File: src/rtl/spi_transmit.sv
// SPI slave transmitter: oversamples MCU-driven sck/ncs in the clk domain and
// shifts 12-bit pixel words out on sdo, MSB first, in 16-bit frames.
module spi_transmit #(
  parameter int unsigned frameBits  = 16,
  parameter int unsigned dataBits   = 12,
  parameter int unsigned syncStages = 2
) (
  input  logic                clk,
  input  logic                reset,
  input  logic                sck,
  input  logic                ncs,
  output logic                sdo,
  input  logic [dataBits-1:0] readData,
  input  logic                readValid,
  output logic                readReady,
  output logic                busy,
  output logic                frameDone,
  output logic                frameAbort,
  output logic                underflow
);

  localparam int unsigned cntBits = $clog2(frameBits);

  typedef enum logic [1:0] {IDLE, SHIFT, DONE} state_t;

  state_t                  state, stateNext;
  logic [frameBits-1:0]    shiftReg, shiftNext;
  logic [cntBits-1:0]      cnt, cntNext;
  logic [dataBits-1:0]     holdData;
  logic                    holdFull;
  logic [syncStages-1:0]   sckSync, ncsSync;
  logic                    sckHist, ncsHist;
  logic                    sckS, ncsS;
  logic                    sckFall, ncsFall, ncsRise;
  logic                    load, accept;
  logic                    doneNext, abortNext, underNext;

  assign sckS    = sckSync[syncStages-1];
  assign ncsS    = ncsSync[syncStages-1];
  assign sckFall = sckHist & ~sckS;
  assign ncsFall = ncsHist & ~ncsS;
  assign ncsRise = ~ncsHist & ncsS;

  assign readReady = ~holdFull;
  assign accept    = readValid & ~holdFull;
  assign sdo       = shiftReg[frameBits-1];
  assign busy      = (state != IDLE);

  always_comb begin
    stateNext = state;
    shiftNext = shiftReg;
    cntNext   = cnt;
    load      = 1'b0;
    doneNext  = 1'b0;
    abortNext = 1'b0;
    underNext = 1'b0;
    case (state)
      IDLE: begin
        if (ncsFall) begin
          load      = 1'b1;
          stateNext = SHIFT;
        end
      end
      SHIFT: begin
        // ncs rising wins over a coincident sck fall
        if (ncsRise) begin
          abortNext = 1'b1;
          stateNext = IDLE;
          shiftNext = '0;
        end else if (sckFall) begin
          if (cnt == '0) begin
            doneNext  = 1'b1;
            stateNext = DONE;
          end else begin
            shiftNext = {shiftReg[frameBits-2:0], 1'b0};
            cntNext   = cnt - cntBits'(1);
          end
        end
      end
      DONE: begin
        if (!ncsS) begin
          load      = 1'b1;
          stateNext = SHIFT;
        end else begin
          stateNext = IDLE;
          shiftNext = '0;
        end
      end
      default: begin
        stateNext = IDLE;
        shiftNext = '0;
      end
    endcase
    if (load) begin
      shiftNext = holdFull ? {holdData, {(frameBits-dataBits){1'b0}}} : '0;
      cntNext   = cntBits'(frameBits - 1);
      underNext = ~holdFull;
    end
  end

  always_ff @(posedge clk) begin
    if (reset) begin
      state      <= IDLE;
      shiftReg   <= '0;
      cnt        <= cntBits'(frameBits - 1);
      holdData   <= '0;
      holdFull   <= 1'b0;
      sckSync    <= '0;
      ncsSync    <= '1;
      sckHist    <= 1'b0;
      ncsHist    <= 1'b1;
      frameDone  <= 1'b0;
      frameAbort <= 1'b0;
      underflow  <= 1'b0;
    end else begin
      state      <= stateNext;
      shiftReg   <= shiftNext;
      cnt        <= cntNext;
      sckSync    <= {sckSync[syncStages-2:0], sck};
      ncsSync    <= {ncsSync[syncStages-2:0], ncs};
      sckHist    <= sckS;
      ncsHist    <= ncsS;
      frameDone  <= doneNext;
      frameAbort <= abortNext;
      underflow  <= underNext;
      // accept only happens when empty, so a same-cycle load never drops it
      if (accept) begin
        holdData <= readData;
        holdFull <= 1'b1;
      end else if (load) begin
        holdFull <= 1'b0;
      end
    end
  end

endmodule

File: config.mk
export PLATFORM = sky130hd
export DESIGN_NAME = spi_transmit
export DESIGN_NICKNAME = d
export VERILOG_FILES = /design/src/rtl/spi_transmit.sv
export SDC_FILE = /design/constraint.sdc
export NUM_CORES = 1
export LEC_CHECK = 0
export CAP_MARGIN = 10
export CORE_MARGIN = 4
export CORE_UTILIZATION = 35
export CTS_CLUSTER_DIAMETER = 60
export CTS_CLUSTER_SIZE = 16
export DETAILED_ROUTE_END_ITERATION = 10
export SKIP_LAST_GASP = 1
export SYNTH_ARGS = -nofsm -noshare
export SYNTH_HDL_FRONTEND = slang
export SYNTH_SLANG_ARGS = --single-unit
export TNS_END_PERCENT = 50
File: constraint.sdc
create_clock -name clk -period 2.6 [get_ports clk]
set_clock_uncertainty 0.05 [all_clocks]
set_input_delay 0.26 -clock clk [delete_from_list [all_inputs] [get_ports clk]]
set_output_delay 0.26 -clock clk [all_outputs]
set_load 0.01 [all_outputs]
Yosys cells after proc, flatten, opt, wreduce, memory -nomap -nowiden

Cells that the tools add are included.

$add $sub $neg: 1
$mul: 0
Div/mod/pow operators: 0
Magnitude comparators: 0
Equal/unequal tests: 9
Shift-type cells: 0
Mux-type cells: 20
Bitwise gates (word level): 13
Reductions and logical operators: 11

Operator list:

| cell                  | count |
|---|---|
| $mux W16              | 6 |
| $pmux W16 S3          | 1 |
| $ne A3 B3 Y1 const B  | 3 |
| $not A1 Y1            | 9 |
| $mux W2               | 4 |
| $ne A4 B4 Y1 const B  | 2 |
| $reduce_and A4 Y1     | 2 |
| $mux W1               | 7 |
| $pmux W2 S3           | 1 |
| $reduce_or A2 Y1      | 3 |
| $and A1 B1 Y1         | 4 |
| $logic_not A4 Y1      | 1 |
| $ne A2 B2 Y1 const B  | 2 |
| $reduce_bool A2 Y1    | 2 |
| $reduce_or A4 Y1      | 1 |
| $sub A4 B1 Y4 const B | 1 |
| $reduce_and A3 Y1     | 1 |
| $eq A2 B1 Y1 const B  | 1 |
| $eq A2 B2 Y1 const B  | 1 |
| $logic_not A2 Y1      | 1 |
| $pmux W1 S2           | 1 |

Bits in registers: 44
Bits in latches: 0
Bits in writable memories: 0
ROM bits: 0
Input port bits: 17
Memories kept: 0

Longest topological paths before layout

Word-level depth: 6
Mapped depth: 6
Mapped depth without buffers: 6

Worst setup path before layout

OpenSTA, ideal clock, no wires.

Path type: register -> register
Start point: reg cnt[0]
End point: reg cnt[3]
Library setup time: 0.126 ns
Data arrival time: 1.350 ns
Required time: 2.424 ns
Slack: 1.075 ns
Stages on the path, launching flop included: 7
Cells stage by stage: dfxtp_1 > inv_1 > ha_1 > nor3b_2 > nor4b_4 > and3_1 > o21ai_1

Word-level cells in the longest chain between the ends: 3

Ends and longest elaborated chain:

| item                                                  | line | text |
|---|---|---|
| start, declared                                       | 28   | `logic [cntBits-1:0] cnt, cntNext;` |
| start signal, assigned                                | 105  | `cnt <= cntBits'(frameBits - 1);` |
| start signal, assigned                                | 118  | `cnt <= cntNext;` |
| branches (longest 3 deep; another with $sub A4 B1 Y4) | -    |  |

Several ways; the timed one is not identified.
A chain may end at the register's enable or synchronous reset.

Final worst setup path

Start point: reg cnt[0]
End point: reg shiftReg[13]

Word-level cells in the longest chain between the ends: 3

Ends and longest elaborated chain:

| item                               | line | text |
|---|---|---|
| $logic_not A4 Y1                   | 71   | `if (cnt == '0) begin` |
| $ne A4 B4 Y1 (no source line)      | -    |  |
| $reduce_and A4 Y1 (no source line) | -    |  |
| end signal, assigned               | 117  | `shiftReg <= shiftNext;` |
| end, declared                      | 27   | `logic [frameBits-1:0] shiftReg, shiftNext;` |

Every way passes these cells.

==> impl_results.md <==
* Status: finished, final reports clean
* Setup_tns at 0 ps
* Setup violations, final at 0
* Final core utilization at 0.423
* DP HPWL at 2350 um
* Max-slew headroom at 0.502
* R2R depth at 5
* Lkg Pwr at 0.837 nW
* Hold Crit Start: ncsSync[0]$_SDFF_PP1_
* Compound-gate portion of the synthesized area at 0.138
* Mux contribution to synthesized area at 0.0602
* Final hold vios at 0
* Dpl ws at 642 ps
* Drt pass-1 iters at 4
* Post-synth EDFFs at 0
* Htree depth at 2
* DR DRC count at 0
* Root Buffer: clkbuf_8
* Slew Viols, Final at 0
* Mean Syn Cell Area at 8.63 um2
* Num CTS Buffers at 5
* Share of the yosys chip area belonging to registers at 0.437
* Clock-pin slew on the worst setup and hold paths at 70 ps
* Clk_lat worst skew at 280 ps
* Die Span Y at 80.3 um
* Min-Delay Endpoint: ncsSync[1]$_SDFF_PP1_
* Critical Path AT at 2070 ps
* DR vias/cell at 4.65
* Setup slack after layout at 686 ps
* Power per cell area at 524 nW/um2
* Multi-input logic area at 933 um2
* R2R Setup Slk at 690 ps
* Ys async rst share at 0
* Largest net degree at the start of global routing at 50
* Share of cells above drive strength 1 at 0.0749
* Diode count at 0
* Synth Area in Simple Gates at 0.300
* Clock Tree Buf Depth at 2
* Yosys cell types at 33
* XOR/XNOR Fraction of Synth Area at 0.00478
* Postcts setup bufs at 0
* Area share of fa/ha/maj cells after synthesis at 0.00684
* Vias in the first global route at 1312
* Hold/Removal Path Class: reg2reg
* Synthesis-to-layout area growth at 17.2%
* Final instance area at 2150 um2
* Fill cells at 548
* Placed Area at 2070 um2
* Tmin final at 1910 ps
* CTS tree: done
* Worst-Margin Slew at 744 ps
* Routed len/inst at 11.5 um
* Buffers added on ports at 22
* Post-cts resize count at 0
* Seq cells post-synth at 40
* Worst setup path start: cnt[0]$_SDFFE_PP1P_
* Ports at 23
* Critical path fanouts, max at 10
* Sink Count at 40
* Fin crit share at 0.736
* Power Total at 0.00112 W
* Reg area at 801 um2
* Gr ovfl total at 0
* Hold buffer count at CTS at 0
* Initial antenna violation count at 0
* ANT nets after route at 0
* WHS Path Cells at 1
* Core ar. at 5070 um2
* Final #Nets at 245
* Reg2reg start: cnt[0]$_SDFFE_PP1P_
* MaxCap Viol Count at 0
* Critical Path RT at 2760 ps
* Post-Route WL at 3420 um
* Yosys Warn Count at 0
* Max Freq at 523 MHz
* Final RePlAce weighted congestion at 0.767
* Rows at 26
* Ys flop type: dfxtp_1
* Syn Std Cell Area at 1830 um2
* Setup crit end kind: flip-flop
* First-pass GRT wire length at 5990 um
* Initial Util at 0.361
* Critical path class: reg2reg
* Worst-case vdd ir drop at 0.272 mV
* Reg2Reg Capture Point: shiftReg[13]$_SDFFE_PP0P_
* Largest family of logic cells by synthesized area: simple AND/OR/NAND/NOR gates
* Die width at 80.3 um
* Critical path launch point type: flip-flop
* RSZ-0062 raised after global routing: no
* Via count at 1381
* Iteration-0 DRC Markers at 92
* GRT Util Overall at 0.118
* Die ar. at 6450 um2
* Syn nets at 230
* Post-Syn Instances at 212
[Yosys cell counts, types with 2 or more instances]
| master | instances | area share |
|---|---|---|
| a211oi_1 | 3 | 0.012 |
| a21oi_1 | 15 | 0.041 |
| a22oi_1 | 2 | 0.0082 |
| and3_1 | 2 | 0.0068 |
| buf_2 | 5 | 0.014 |
| buf_6 | 2 | 0.012 |
| clkbuf_1 | 8 | 0.016 |
| dfxtp_1 | 40 | 0.44 |
| inv_1 | 5 | 0.010 |
| mux2i_1 | 11 | 0.060 |
| nand2_1 | 39 | 0.080 |
| nand2b_1 | 13 | 0.044 |
| nor2_1 | 5 | 0.010 |
| nor2b_1 | 5 | 0.017 |
| nor3_1 | 13 | 0.036 |
| nor3b_1 | 11 | 0.045 |
| nor4_1 | 2 | 0.0068 |
| o21ai_0 | 2 | 0.0055 |
| o21ai_1 | 2 | 0.0055 |
| o21bai_1 | 11 | 0.045 |
| or2_2 | 4 | 0.014 |
[cell usage in the layout, fill, tap and decap left out, drive strengths merged, types with 2 or more instances in the layout]
cell type      count
clkdlybuf4s50     22
and3               2
nor3              13
a22oi              2
o21ai              5
nor3b             12
mux2i             11
nor4               2
dfxtp             40
a21oi             15
nand2             39
o21bai            11
nor2               5
nor2b              6
or2                5
nand2b            14
a211oi             3
inv                5
clkbuf             6
[area by class of cell]
class / instances / area share
sequential: 40 / 0.373
multi-input combinational: 152 / 0.435
inverter: 5 / 0.00875
clock buffer: 6 / 0.0338
clock inverter: 1 / 0.00233
timing repair buffer: 23 / 0.106
tap: 70 / 0.0408
[logic make-up after synthesis]
group	Yosys count
AND/OR/NAND/NOR	100
buffers and inverters	20
AO/OA/AOI/OAI	39
adder cells (fa/ha/maj)	1
multiplexers	11
XOR/XNOR	1
flip-flops	40
[per-stage QoR]
step / instances / hold WS, ps
6_report: 297 / 360
5_1_grt: 297 / 392
4_1_cts: 297 / 366
3_5_place_dp: 290 / 349
3_3_place_gp: 290 / 341
2_1_floorplan: 212 / 314
[sequential cells by signal (all words and copies together) (netlist names)]
signal      count
holdData       12
shiftReg       12
cnt             4
ncsSync         2
sckSync         2
state           2
frameAbort      1
frameDone       1
holdFull        1
ncsHist         1
sckHist         1
underflow       1
[where the power goes]
group          switching [W]  total, W  internal (W)  leakage, nW
clock network       0.000194  0.000376      0.000182       0.0410
logic              0.0000519  0.000104     0.0000526        0.470
registers          0.0000136  0.000643      0.000630        0.326
[metal layers]
metal | part of all wire | routed length (um) | global-route usage
met1 | 0.50 | 1710 | 0.150
met2 | 0.44 | 1520 | 0.189
met3 | 0.047 | 160 | 0.0348
met4 | 0.0085 | 29 | 0.0405
met5 | 0 | 0 | 0
[worst max-delay path by stage]
stage	to	slack, ps	cells past startpoint
global placement	shiftReg[8]$_SDFFE_PP0P_	730	5
finish	shiftReg[13]$_SDFFE_PP0P_	690	5
detailed placement	shiftReg[13]$_SDFFE_PP0P_	640	5
global route	shiftReg[9]$_SDFFE_PP0P_	480	5
CTS	shiftReg[13]$_SDFFE_PP0P_	630	5
floorplan	cnt[3]$_SDFFE_PP1P_	1070	6
[critical path: stages, from the launching register on]
cell	delay, ps
dfxtp_1	330
inv_1	60
ha_1	160
nor3b_2	380
a22o_1	600
mux2i_1	260
Note: power is estimated with default switching activity, not from simulation.
